### src/rtl/bldc_pkg.sv
// bldc_pkg: shared state encoding, leg bit indices and hall step table for the BLDC sequencer
package bldc_pkg;
  typedef logic [2:0] state_t;
  localparam state_t S_IDLE  = 3'd0;
  localparam state_t S_RAMP  = 3'd1;
  localparam state_t S_RUN   = 3'd2;
  localparam state_t S_DEAD  = 3'd3;
  localparam state_t S_FAULT = 3'd4;
  localparam int LEG_AH = 5;
  localparam int LEG_AL = 4;
  localparam int LEG_BH = 3;
  localparam int LEG_BL = 2;
  localparam int LEG_CH = 1;
  localparam int LEG_CL = 0;
  // Reverse rotation is the forward step with high and low swapped inside each phase pair.
  function automatic logic [5:0] hall_to_legs(input logic [2:0] hall, input logic dir);
    logic [5:0] f;
    f = '0;
    case (hall)
      3'b001: begin f[LEG_AH] = 1'b1; f[LEG_BL] = 1'b1; end
      3'b011: begin f[LEG_AH] = 1'b1; f[LEG_CL] = 1'b1; end
      3'b010: begin f[LEG_BH] = 1'b1; f[LEG_CL] = 1'b1; end
      3'b110: begin f[LEG_BH] = 1'b1; f[LEG_AL] = 1'b1; end
      3'b100: begin f[LEG_CH] = 1'b1; f[LEG_AL] = 1'b1; end
      3'b101: begin f[LEG_CH] = 1'b1; f[LEG_BL] = 1'b1; end
      default: f = '0;
    endcase
    return dir ? {f[LEG_AL], f[LEG_AH], f[LEG_BL], f[LEG_BH], f[LEG_CL], f[LEG_CH]} : f;
  endfunction
endpackage

### src/rtl/bldc_period_timer.sv
// bldc_period_timer: PWM period counter with registered period tick and ramp-rate divider
module bldc_period_timer
  import bldc_pkg::*;
#(
  parameter int PWM_TOP  = 509,
  parameter int RAMP_PER = 4
) (
  input  logic clk_i,
  input  logic rst_ni,
  input  logic div_clr_i,
  output logic per_tick_o,
  output logic ramp_tick_o
);
  localparam int CW = $clog2(PWM_TOP + 1);
  logic [CW-1:0] cnt_q, cnt_d;
  logic [7:0] div_q, div_d;
  logic per_tick_q, per_tick_d;
  // The tick is registered from the next count so it is high exactly while count == PWM_TOP.
  always_comb begin
    cnt_d       = (cnt_q == CW'(PWM_TOP)) ? '0 : cnt_q + 1'b1;
    per_tick_d  = cnt_d == CW'(PWM_TOP);
    ramp_tick_o = per_tick_q && (div_q == 8'(RAMP_PER - 1));
    div_d       = div_clr_i ? 8'd0 : !per_tick_q ? div_q : ramp_tick_o ? 8'd0 : div_q + 8'd1;
  end
  always_ff @(posedge clk_i) begin
    if (!rst_ni) begin
      cnt_q      <= '0;
      div_q      <= '0;
      per_tick_q <= 1'b0;
    end else begin
      cnt_q      <= cnt_d;
      div_q      <= div_d;
      per_tick_q <= per_tick_d;
    end
  end
  assign per_tick_o = per_tick_q;
endmodule

### src/rtl/bldc_commutation_ctrl.sv
// bldc_commutation_ctrl: six-step BLDC sequencer with dead time, duty ramp and fault detection
module bldc_commutation_ctrl
  import bldc_pkg::*;
#(
  parameter int PWM_TOP   = 509,
  parameter int DEAD_CYC  = 16,
  parameter int RAMP_PER  = 4,
  parameter int STALL_CYC = 2000000
) (
  input  logic       clk_i,
  input  logic       rst_ni,
  input  logic       run_i,
  input  logic       dir_i,
  input  logic [2:0] hall_i,
  input  logic [8:0] duty_tgt_i,
  output logic [8:0] duty_o,
  output logic [5:0] leg_e_o,
  output logic       per_tick_o,
  output logic       fault_o
);
  state_t state_q, state_d, ret_q, ret_d;
  logic [8:0] duty_q, duty_d;
  logic [5:0] legs_q, legs_d;
  logic [2:0] hall_q;
  logic dir_q, dir_d;
  logic [7:0] dead_q, dead_d;
  logic [23:0] stall_q, stall_d;
  logic ramp_tick, hall_ok, hall_chg, dead_done, stall_hit, active_d;
  bldc_period_timer #(.PWM_TOP(PWM_TOP), .RAMP_PER(RAMP_PER)) u_timer (
    .clk_i      (clk_i),
    .rst_ni     (rst_ni),
    .div_clr_i  (state_q == S_IDLE),
    .per_tick_o (per_tick_o),
    .ramp_tick_o(ramp_tick)
  );
  assign hall_ok   = hall_i != 3'b000 && hall_i != 3'b111;
  assign hall_chg  = hall_i != hall_q;
  assign dead_done = dead_q == 8'(DEAD_CYC - 1);
  assign stall_hit = stall_q == 24'(STALL_CYC - 1);
  assign active_d  = state_d inside {S_RAMP, S_RUN, S_DEAD};
  always_ff @(posedge clk_i) begin
    if (!rst_ni) state_q <= S_IDLE;
    else state_q <= state_d;
  end
  // Priority inside a run state: invalid hall, stop, hall change, then per-state progress.
  always_comb begin
    state_d = state_q;
    case (state_q)
      S_IDLE:  state_d = !run_i ? S_IDLE : hall_ok ? S_RAMP : S_FAULT;
      S_RAMP, S_RUN, S_DEAD:
        state_d = !hall_ok ? S_FAULT : !run_i ? S_IDLE : hall_chg ? S_DEAD :
                  (state_q == S_DEAD) ? (dead_done ? ret_q : S_DEAD) :
                  (state_q == S_RUN) ? (stall_hit ? S_FAULT : S_RUN) :
                  (per_tick_o && duty_q == duty_tgt_i) ? S_RUN : S_RAMP;
      S_FAULT: state_d = run_i ? S_FAULT : S_IDLE;
      default: state_d = S_IDLE;
    endcase
  end
  // Step legs track the hall in idle and on every hall change; the output mask applies dead time.
  always_comb begin
    dir_d   = (state_q == S_IDLE) ? dir_i : dir_q;
    legs_d  = (state_q == S_IDLE || hall_chg) ? hall_to_legs(hall_i, dir_d) : legs_q;
    ret_d   = (state_d == S_DEAD && state_q != S_DEAD) ? state_q : ret_q;
    dead_d  = (state_q == S_DEAD && !hall_chg) ? dead_q + 8'd1 : 8'd0;
    stall_d = (state_q == S_RUN && state_d == S_RUN) ? stall_q + 24'd1 : 24'd0;
    duty_d  = !active_d ? 9'd0 : !ramp_tick ? duty_q :
              (duty_q < duty_tgt_i) ? duty_q + 9'd1 :
              (duty_q > duty_tgt_i) ? duty_q - 9'd1 : duty_q;
  end
  always_ff @(posedge clk_i) begin
    if (!rst_ni) begin
      ret_q   <= S_IDLE;
      duty_q  <= '0;
      legs_q  <= '0;
      hall_q  <= '0;
      dir_q   <= 1'b0;
      dead_q  <= '0;
      stall_q <= '0;
    end else begin
      ret_q   <= ret_d;
      duty_q  <= duty_d;
      legs_q  <= legs_d;
      hall_q  <= hall_i;
      dir_q   <= dir_d;
      dead_q  <= dead_d;
      stall_q <= stall_d;
    end
  end
  always_comb begin
    leg_e_o = (state_q == S_RAMP || state_q == S_RUN) ? legs_q : 6'd0;
    duty_o  = duty_q;
    fault_o = state_q == S_FAULT;
  end
endmodule

### config.mk
export PLATFORM = sky130hd
export DESIGN_NAME = bldc_commutation_ctrl
export DESIGN_NICKNAME = d
export VERILOG_FILES = /design/src/rtl/bldc_pkg.sv /design/src/rtl/bldc_period_timer.sv /design/src/rtl/bldc_commutation_ctrl.sv
export SDC_FILE = /design/constraint.sdc
export NUM_CORES = 1
export LEC_CHECK = 0
export ABC_CLOCK_PERIOD_IN_PS = 4500
export BUFFER_PORTS_ARGS = -buffer_cell sky130_fd_sc_hd__buf_2
export CORE_MARGIN = 2
export CORE_UTILIZATION = 43
export DETAILED_ROUTE_END_ITERATION = 8
export GPL_ROUTABILITY_DRIVEN = 1
export SYNTH_ARGS = -nofsm -noshare
export SYNTH_HDL_FRONTEND = slang
export SYNTH_SLANG_ARGS = --single-unit
export TNS_END_PERCENT = 10
### constraint.sdc
create_clock -name clk_i -period 4.5 [get_ports clk_i]
set_input_delay 0.9 -clock clk_i [delete_from_list [all_inputs] [get_ports clk_i]]
set_output_delay 0.9 -clock clk_i [all_outputs]
set_load 0.02 [all_outputs]
==> Word-level counts from Yosys, hierarchy flattened <==
Cells that the tools add are included.
{ "word_totals": {"regBits": 75, "in_bits": 16, "output_inout_bits": 17, "word_cells": 92} }
{ "classes": {"n_addsub": 6, "order_cmp": 2, "n_eq_ne": 22, "n_mux": 25, "bitwise": 1, "n_reduce_logical": 25} }
{ "ops": {"columns": ["cell", "n"], "rows": [
  ["$mux 3", 10],
  ["$mux 9", 3],
  ["$add 24x1->24 const B", 1],
  ["$eq 24x21->1 const B", 1],
  ["$add 9x1->9 const B", 2],
  ["$eq 3x2->1 const B", 6],
  ["$eq 9x9->1 const B", 2],
  ["$add 8x1->8 const B", 2],
  ["$reduce_or 2->1", 7],
  ["$eq 3x3->1 const B", 4],
  ["$mux 6", 2],
  ["$eq 3x1->1 const B", 3],
  ["$eq 9x9->1", 1],
  ["$gt 9x9->1", 1],
  ["$lt 9x9->1", 1],
  ["$pmux 3 s3", 1],
  ["$sub 9x1->9 const B", 1],
  ["$eq 8x2->1 const B", 1],
  ["$eq 8x4->1 const B", 1],
  ["$mux 8", 1],
  ["$reduce_and 2->1", 4],
  ["$mux 1", 7],
  ["$logic_and 1x1->1", 6],
  ["$reduce_bool 3->1", 2],
  ["10 further kinds", 11]
]} }

==> Logic depth before layout (Yosys ltp) <==
Gate-level depths: netlist of run 1.
{ "depth": {"word_depth": 12, "mapped_depth": 13, "ltp_nobuf": 13} }

==> Cells and area by module <==
From an unflattened synthesis of run 1, not the netlist that was laid out.
{ "unflattened": {"hier_cells": 473, "area_unflattened_um2": 4058.9} }
{ "by_module_without_submodules": {"columns": ["module", "instances", "cells_per_inst", "area_per_inst_um2", "seq_area_each_um2"], "rows": [
  ["bldc_commutation_ctrl", 1, 378, 3218.1, 1141.1],
  ["bldc_period_timer", 1, 95, 840.8, 360.3]
]} }

==> Worst setup path before layout of run 1 <==
Ideal clock, no wire load.
{ "synth_path": {"path_type": "input-to-reg", "startpoint": "in duty_tgt_i[2]", "endpoint": "reg duty_q[8], in the netlist duty_o[8]", "setup_time_ns": 0.072, "arrival_time_ns": 3.900, "t_required_ns": 4.428, "path_slack_ns": 0.528, "path_stages": 13, "path_buffers": 0, "cell_sequence": "inv_1 > ha_1 > o21ai_0 > a21oi_1 > o41ai_1 > nand2_1 > fa_1 > a211oi_1 > o21ai_0 > a31o_2 > a21o_1 > o31ai_1 > mux2i_1"} }
{ "synth_via": {"elab_chain_cells": 12, "word_cells_on_any_way": 19, "cone_classes": "2 x order compare; 4 x eq/ne; 8 x mux; 5 x reduce/logical"} }
{ "synth_rtl": {"columns": ["item", "line", "text"], "rows": [
  ["from (decl)", "bldc_commutation_ctrl.sv:15", "input logic [8:0] duty_tgt_i,"],
  ["$eq 9x9->1", "bldc_commutation_ctrl.sv:54", "(per_tick_o && duty_q == duty_tgt_i) ? S_RUN : S_RAMP;"],
  ["$logic_and 1x1->1", "bldc_commutation_ctrl.sv:54", null],
  ["$mux 2", "bldc_commutation_ctrl.sv:54", null],
  ["$mux 3", "bldc_commutation_ctrl.sv:53", "(state_q == S_RUN) ? (stall_hit ? S_FAULT : S_RUN) :"],
  ["$mux 3", "bldc_commutation_ctrl.sv:52", "(state_q == S_DEAD) ? (dead_done ? ret_q : S_DEAD) :"],
  ["$mux 3 (3 in a row)", "bldc_commutation_ctrl.sv:51", "state_d = !hall_ok ? S_FAULT : !run_i ? S_IDLE : hall_chg ? S_DEAD :"],
  ["$pmux 3 s3", "bldc_commutation_ctrl.sv:48", "case (state_q)"],
  ["$eq 3x1->1 or $eq 3x2->1 (tied branches)", "bldc_commutation_ctrl.sv:40", "assign active_d = state_d inside {S_RAMP, S_RUN, S_DEAD};"],
  ["$reduce_bool 3->1", "bldc_commutation_ctrl.sv:40", null],
  ["$reduce_and 2->1 (no source line)", null, null],
  ["to (signal assigned)", "bldc_commutation_ctrl.sv:81", "duty_q <= duty_d;"],
  ["to (decl)", "bldc_commutation_ctrl.sv:22", "logic [8:0] duty_q, duty_d;"]
]} }
Several ways; a longest one is shown, not always the timed one.
A chain may end at the register's enable or synchronous reset.

==> Final worst setup path of run 1 <==
Ends and elaborated chain as after synthesis.

==> summary.md, run 1 <==
| Metric | Value |
|---|---|
| CP startpoint kind | `input port` |
| Standard-cell rows | `35` |
| Worst skew pair latency | `0.35 ns` |
| Critical path's slowest cell | `fa_1` |
| Commonest cells in the netlist | `dfxtp_1, nor2_1, xor2_1` |
| DP Worst Slack | `0.503 ns` |
| Ys Warns | `0` |
| Vias in the first global route | `2996` |
| Synthesis-to-finish area growth | `11.2%` |
| RSZ-0062 raised after global routing | `no` |
| Ranking of synthesized cells by area | `dfxtp_1, ha_1, xor2_1` |
| Routed wire length per instance | `12.9 um` |
| Hold buffers post-CTS | `0` |
| Synthesized flop and latch total | `75` |
| Worst-Margin Slew | `0.928 ns` |
| Max_slew headroom | `37.6%` |
| Mapped cell area | `4030 um2` |
| Worst vdd ir | `0.000140 V` |
| PwrDens | `287 nW/um2` |
| Buffers plus inverters on the worst setup path | `2` |
| Post-synth net total | `499` |
| Die Height | `101 um` |
| Critical path fanouts, max | `8` |
| Starting DRT DRC Count | `134` |
| Final setup vio count | `0` |
| Setup crit end kind | `flip-flop` |
| Largest family of logic cells by synthesized area | `simple AND/OR/NAND/NOR gates` |
| Worst hold start | `dead_q[0]` |
| Worst setup margin | `0.858 ns` |
| Initial antenna violation count | `0` |
| Post-synth top area cell | `dfxtp_1` |
| GRT overflow | `0` |
| Final hold vios | `0` |
| Multiplexer share of the synthesized area | `3.97%` |
| Post-Synth Simple-Gate Area | `27.6%` |
| Cts repair resizes | `0` |
| Worst path cell trace | `buf_2 > inv_1 > ha_1 > o21ai_0 > a21oi_1 > o41ai_1 > nand2_1 > fa_1 > a211oi_1 > o21ai_0 > a31o_2 > a21o_1 > o31ai_1 > mux2i_1` |
| # clock sinks | `75` |
| Fillers | `875` |
| HPWL Detailed | `5860 um` |
| Compound-Gate Fraction of Synth Area | `9.81%` |
| Global placement routability congestion | `0.935` |
| Maxcap violations | `0` |
| Pins over their slew limit | `0` |
| Htree depth | `3` |
| DRC viols | `0` |
| CTS tree | `built` |
| Die X | `101 um` |
| Non-filler cells, final | `613` |
| Largest delay contributor family on the critical path | `compound AO/OA/AOI/OAI gates` |
| Required time of the critical path | `4.78 ns` |
| Fraction of registers with async set/reset | `0%` |
| Fraction of layout cells with a size suffix above 1 | `17.5%` |
| Worst R2R Start | `duty_o[2]` |
| Placed Instance Area | `4280 um2` |
| CORE AREA | `9150 um2` |
| Post-synth top area share | `37.3%` |
| WP data arrival | `3.93 ns` |
| Largest net degree at the start of global routing | `24` |
| XOR/XNOR Fraction of Synth Area | `10.6%` |
| Post-DRT Antenna Nets | `0` |
| Via count | `3219` |
| Share of the yosys chip area belonging to registers | `37.3%` |
| Postcts setup bufs | `0` |
| Pleak | `1.74 nW` |
| Total Wirelength | `7930 um` |
| First-pass GRT wire length | `13500 um` |
| Adder-cell share of the synthesized area | `7.33%` |
| Post-Route Utilization | `49.0%` |
| # diodes | `0` |
| Period minus WS final | `3.64 ns` |
| CP peak stage delay | `0.50 ns` |
| Clk_skew | `0.00772 ns` |
| Clk slew on worst S/H paths | `0.08 ns` |
| I/O Buffers | `32` |
| Final instance area | `4480 um2` |
| Dpl cells | `597` |
| Starting Density | `44.0%` |
| Hold crit path type | `reg -> reg` |
| CTS Buffer Depth | `2` |
| Clk root buf | `clkbuf_8` |
| Via density | `5.25` |
| Max Clk Rate | `0.275 GHz` |
| Netlist cell types | `58` |
| Multi-input gate area | `2390 um2` |
| Die ar. | `10200 um2` |
| Pre-Repair DR Iteration Count | `4` |
| Seq. cell area | `1500 um2` |
| Status | `finished, final reports clean` |
| Total CTS buffers | `9` |
| Most numerous cell in the Yosys netlist | `dfxtp_1` |
| Final Net Count | `536` |
| Critical Path Most Common Cell | `o21ai_0` |
| Worst Setup SP | `duty_tgt_i[2]` |
| GRT Resource Usage Total | `16.5%` |
| Average cell area after synthesis | `8.76 um2` |
| Ports | `33` |
| CP Class | `in -> reg` |
| Final worst-path cycle share | `80.9%` |
| Top FF cell, synth | `dfxtp_1` |
| Setup TNS | `0 ns` |
| Post-synth EDFFs | `0` |
| Cells after synthesis | `460` |
==> cells in the final DEF (no fill, tap or decap), types with 3 or more instances in the layout <==
| cell | instances |
|---|---|
| nand2_1 | 26 |
| a21oi_1 | 20 |
| xor2_1 | 31 |
| buf_2 | 32 |
| nand3_1 | 29 |
| nor2_1 | 53 |
| o21ai_0 | 13 |
| and2_1 | 11 |
| nand4_1 | 11 |
| and3b_1 | 3 |
| inv_1 | 19 |
| and3_1 | 7 |
| or4_1 | 3 |
| o31ai_1 | 3 |
| o41ai_1 | 3 |
| dfxtp_1 | 75 |
| ha_1 | 22 |
| nand2b_1 | 12 |
| xnor2_1 | 18 |
| nor2_2 | 20 |
| clkbuf_8 | 10 |
| nor3_1 | 15 |
| a21o_1 | 4 |
| mux2i_1 | 16 |
==> worst register-to-register path, cell delays in order, from the launching register on <==
cell and delay, ns:
dfxtp_1 0.40, ha_1 0.27, o21ai_0 0.16, a21oi_1 0.08, o41ai_1 0.32, nand2_1 0.30, fa_1 0.50, a211oi_1 0.29
o21ai_0 0.14, a31o_2 0.25, a21o_1 0.15, o31ai_1 0.24, mux2i_1 0.20
==> registers in the layout, indices dropped and copies added (netlist names) <==
signal / count
dead_q: 8
state_q: 3
u_timer.per_tick_o: 1
ret_q: 3
dir_q: 1
u_timer.div_q: 8
u_timer.cnt_q: 9
stall_q: 24
legs_q: 6
duty_o: 9
hall_q: 3
==> routing by layer <==
layer	up-vias	routed length, um	global-route usage, %
met5	-	0	0
met4	0	142	7.80
met3	12	280	3.40
met2	52	3620	26.6
met1	1481	3880	21.2
li1	1674	-	-
==> cell type report <==
| class | instances | share of cell area [%] |
|---|---|---|
| inverter | 19 | 1.59 |
| timing repair buffer | 34 | 3.91 |
| multi-input combinational | 358 | 53.4 |
| clock buffer | 10 | 3.07 |
| sequential | 75 | 33.5 |
| clock inverter | 6 | 1.42 |
| tap | 111 | 3.10 |
==> kinds of logic (layout without fill, tap and decap cells) <==
kind of cell | Yosys count | after routing
and+or+nand+nor | 209 | 209
DFF | 75 | 75
AOI/OAI and AO/OA | 61 | 61
xor gates and xnor gates | 49 | 49
buffers and inverters | 27 | 69
adders and majority gates | 23 | 23
muxes | 16 | 16
==> through the flow <==
| stage | hold WS (ns) | total power (W) |
|---|---|---|
| floorplan | 0.418 | 0.000749 |
| finish | 0.454 | 0.00129 |
| global route | 0.498 | 0.00134 |
| CTS | 0.453 | 0.00130 |
| global placement | 0.432 | 0.000770 |
| detailed placement | 0.440 | 0.000771 |
==> power breakdown <==
part | leakage, nW | switching, W | internal, W | total, W
clock | 0.0987 | 0.000259 | 0.000271 | 0.000530
sequential | 0.607 | 0.00000620 | 0.000672 | 0.000678
combinational | 1.03 | 0.0000446 | 0.0000324 | 0.0000770
==> worst paths after layout <==
path                    end  slack, ns  cells past startpoint
setup reg to reg  duty_o[8]       1.14                     12
hold / removal    dead_q[0]       0.45                      1
setup / recovery  duty_o[8]       0.86                     14
hold reg to reg   dead_q[0]       0.45                      1
(Power assumes the default switching activity.)
==> inputs of run 2 (changes only) <==
Settings changed: ABC_CLOCK_PERIOD_IN_PS 4500 to 3220.
Clock period 4.5 ns to 3.22 ns, I/O delays scaled along.
==> run 2 against run 1 <==
Compared with the run above: critical path type is now reg -> reg; via count increased by 1.4%; combinational power increased by 45%; largest power group unchanged; clock-buffer cell count unchanged; core utilization increased by 2.4 points; sequential share of layout area decreased by 1.6 points; clock skew increased by 0.0021 ns; wire length increased by 1.2%; sequential power increased by 40%.
==> summary.md, run 2 (same netlist as run 1, synthesis figures left out) <==
| Metric | Value |
|---|---|
| Status | `finished, final reports clean` |
| Postcts setup bufs | `0` |
| Hold WS | `0.453 ns` |
| Synthesis-to-finish area growth | `16.8%` |
| WP data arrival | `3.21 ns` |
| Final instance area | `4710 um2` |
| CTS tree | `built` |
| Pleak | `1.84 nW` |
| Starting DRT DRC Count | `97` |
| Final Net Count | `549` |
| CORE AREA | `9150 um2` |
| Fraction of layout cells with a size suffix above 1 | `22.6%` |
| Cts repair resizes | `0` |
| Die ar. | `10200 um2` |
| Largest net degree at the start of global routing | `24` |
| Total Wirelength | `8020 um` |
| Clk root buf | `clkbuf_8` |
| FF-to-FF path depth | `13` |
| Sequential Power Share | `51.3%` |
| Setup crit end kind | `flip-flop` |
| Clk_skew | `0.00984 ns` |
| Seq. cell area | `1500 um2` |
| Post-DRT Antenna Nets | `0` |
| Vias in the first global route | `3074` |
| Multi-input gate area | `2490 um2` |
| GRT Resource Usage Total | `17.0%` |
| Maxcap violations | `0` |
| Fillers | `876` |
| Starting Density | `44.0%` |
| Non-filler cells, final | `625` |
| Htree depth | `3` |
| Most frequent cells in the layout | `dfxtp_1, nor2_1, buf_2` |
| Clk slew on worst S/H paths | `0.08 ns` |
| PwrDens | `393 nW/um2` |
| Max reg flops | `24` |
| Hold buffers post-CTS | `0` |
| CP startpoint kind | `flip-flop` |
| Via count | `3264` |
| Worst skew pair latency | `0.34 ns` |
| Post-Route Utilization | `51.4%` |
| Max_slew headroom | `45.7%` |
| Required time of the critical path | `3.49 ns` |
| Standard-cell rows | `35` |
| GRT overflow | `0` |
| Pins over their slew limit | `0` |
| Worst-Margin Slew | `0.792 ns` |
| Internal Power | `0.00144 W` |
| Switching Share | `22.2%` |
| Initial antenna violation count | `0` |
| DRC viols | `0` |
| Commonest non-fill, non-tap cell in the layout | `dfxtp_1` |
| Via density | `5.22` |
| RSZ-0062 raised after global routing | `no` |
| # diodes | `0` |
| Biggest register | `stall_q` |
| CP Class | `reg -> reg` |
| Final hold vios | `0` |
| Clock share of power | `42.6%` |
| Die X | `101 um` |
| Global placement routability congestion | `0.852` |
| Gate power share | `6.1%` |
| Switching pwr | `0.000409 W` |
| Final setup vio count | `0` |
| Worst vdd ir | `0.000224 V` |
| Routed wire length per instance | `12.8 um` |
| Ports | `33` |
| Pre-Repair DR Iteration Count | `4` |
| Final worst-path cycle share | `91.2%` |
| Total CTS buffers | `9` |
| Reg2reg setup slack | `0.28 ns` |
| Critical path fanouts, max | `6` |
| First-pass GRT wire length | `13900 um` |
| HPWL Detailed | `5950 um` |
| Dpl cells | `610` |
| CTS Buffer Depth | `2` |
| Placed Instance Area | `4480 um2` |
| # clock sinks | `75` |
| Hold crit path type | `reg -> reg` |
| Worst Hold Path Cells | `1` |
| Die Height | `101 um` |
| I/O Buffers | `32` |
| Period minus WS final | `2.94 ns` |
| Max Clk Rate | `0.341 GHz` |
==> run 2: metrics by stage <==
step	setup WS (ns)	setup TNS, ns	total power, W
2_1_floorplan	0.0170	0	0.00105
3_3_place_gp	-0.0109	-0.0109	0.00108
3_5_place_dp	-0.0813	-0.118	0.00108
4_1_cts	0.157	0	0.00188
5_1_grt	0.0526	0	0.00193
6_report	0.284	0	0.00185
==> run 2: layout make-up <==
class	instances	area share, %
inverters	19	1.52
multi-input cells	358	53.0
repair buffers	47	6.06
well taps	111	2.95
clock buffers	10	2.92
clock inverters	5	1.65
flip-flops and latches	75	31.9
==> run 2: critical path: stages, from the launching register on <==
cell and delay (ns):
dfxtp_1 0.37, inv_1 0.11, ha_1 0.14, nand2b_1 0.12, a21oi_2 0.08, o41ai_4 0.32
nand2_2 0.18, fa_2 0.40, a211oi_2 0.25, o21ai_1 0.08, a31o_2 0.21, a21o_1 0.16
o31ai_2 0.23, mux2i_1 0.20
==> run 2: final timing paths <==
check	from	endpoint
worst min-delay path	dead_q[0]	dead_q[0]
worst max register to register	duty_o[0]	duty_o[8]
worst max-delay path	duty_o[0]	duty_o[8]
worst min register to register	dead_q[0]	dead_q[0]
==> run 2: power by group through the flow <==
stage,registers [W],logic [W],clock network [W]
3_3_place_gp,0.000970,0.000110,0
4_1_cts,0.000948,0.000113,0.000816
2_1_floorplan,0.000967,0.0000832,0
5_1_grt,0.000950,0.000127,0.000851
3_5_place_dp,0.000970,0.000112,0
6_report,0.000948,0.000112,0.000787
==> run 2: metal layers <==
layer  track usage (%)  share of wire [%]  vias up
met5                 0                  0        -
met2              27.6                 46       42
met4              5.27               0.85        0
met1              22.4                 50     1521
li1                  -                  -     1695
met3              4.09                3.6        6
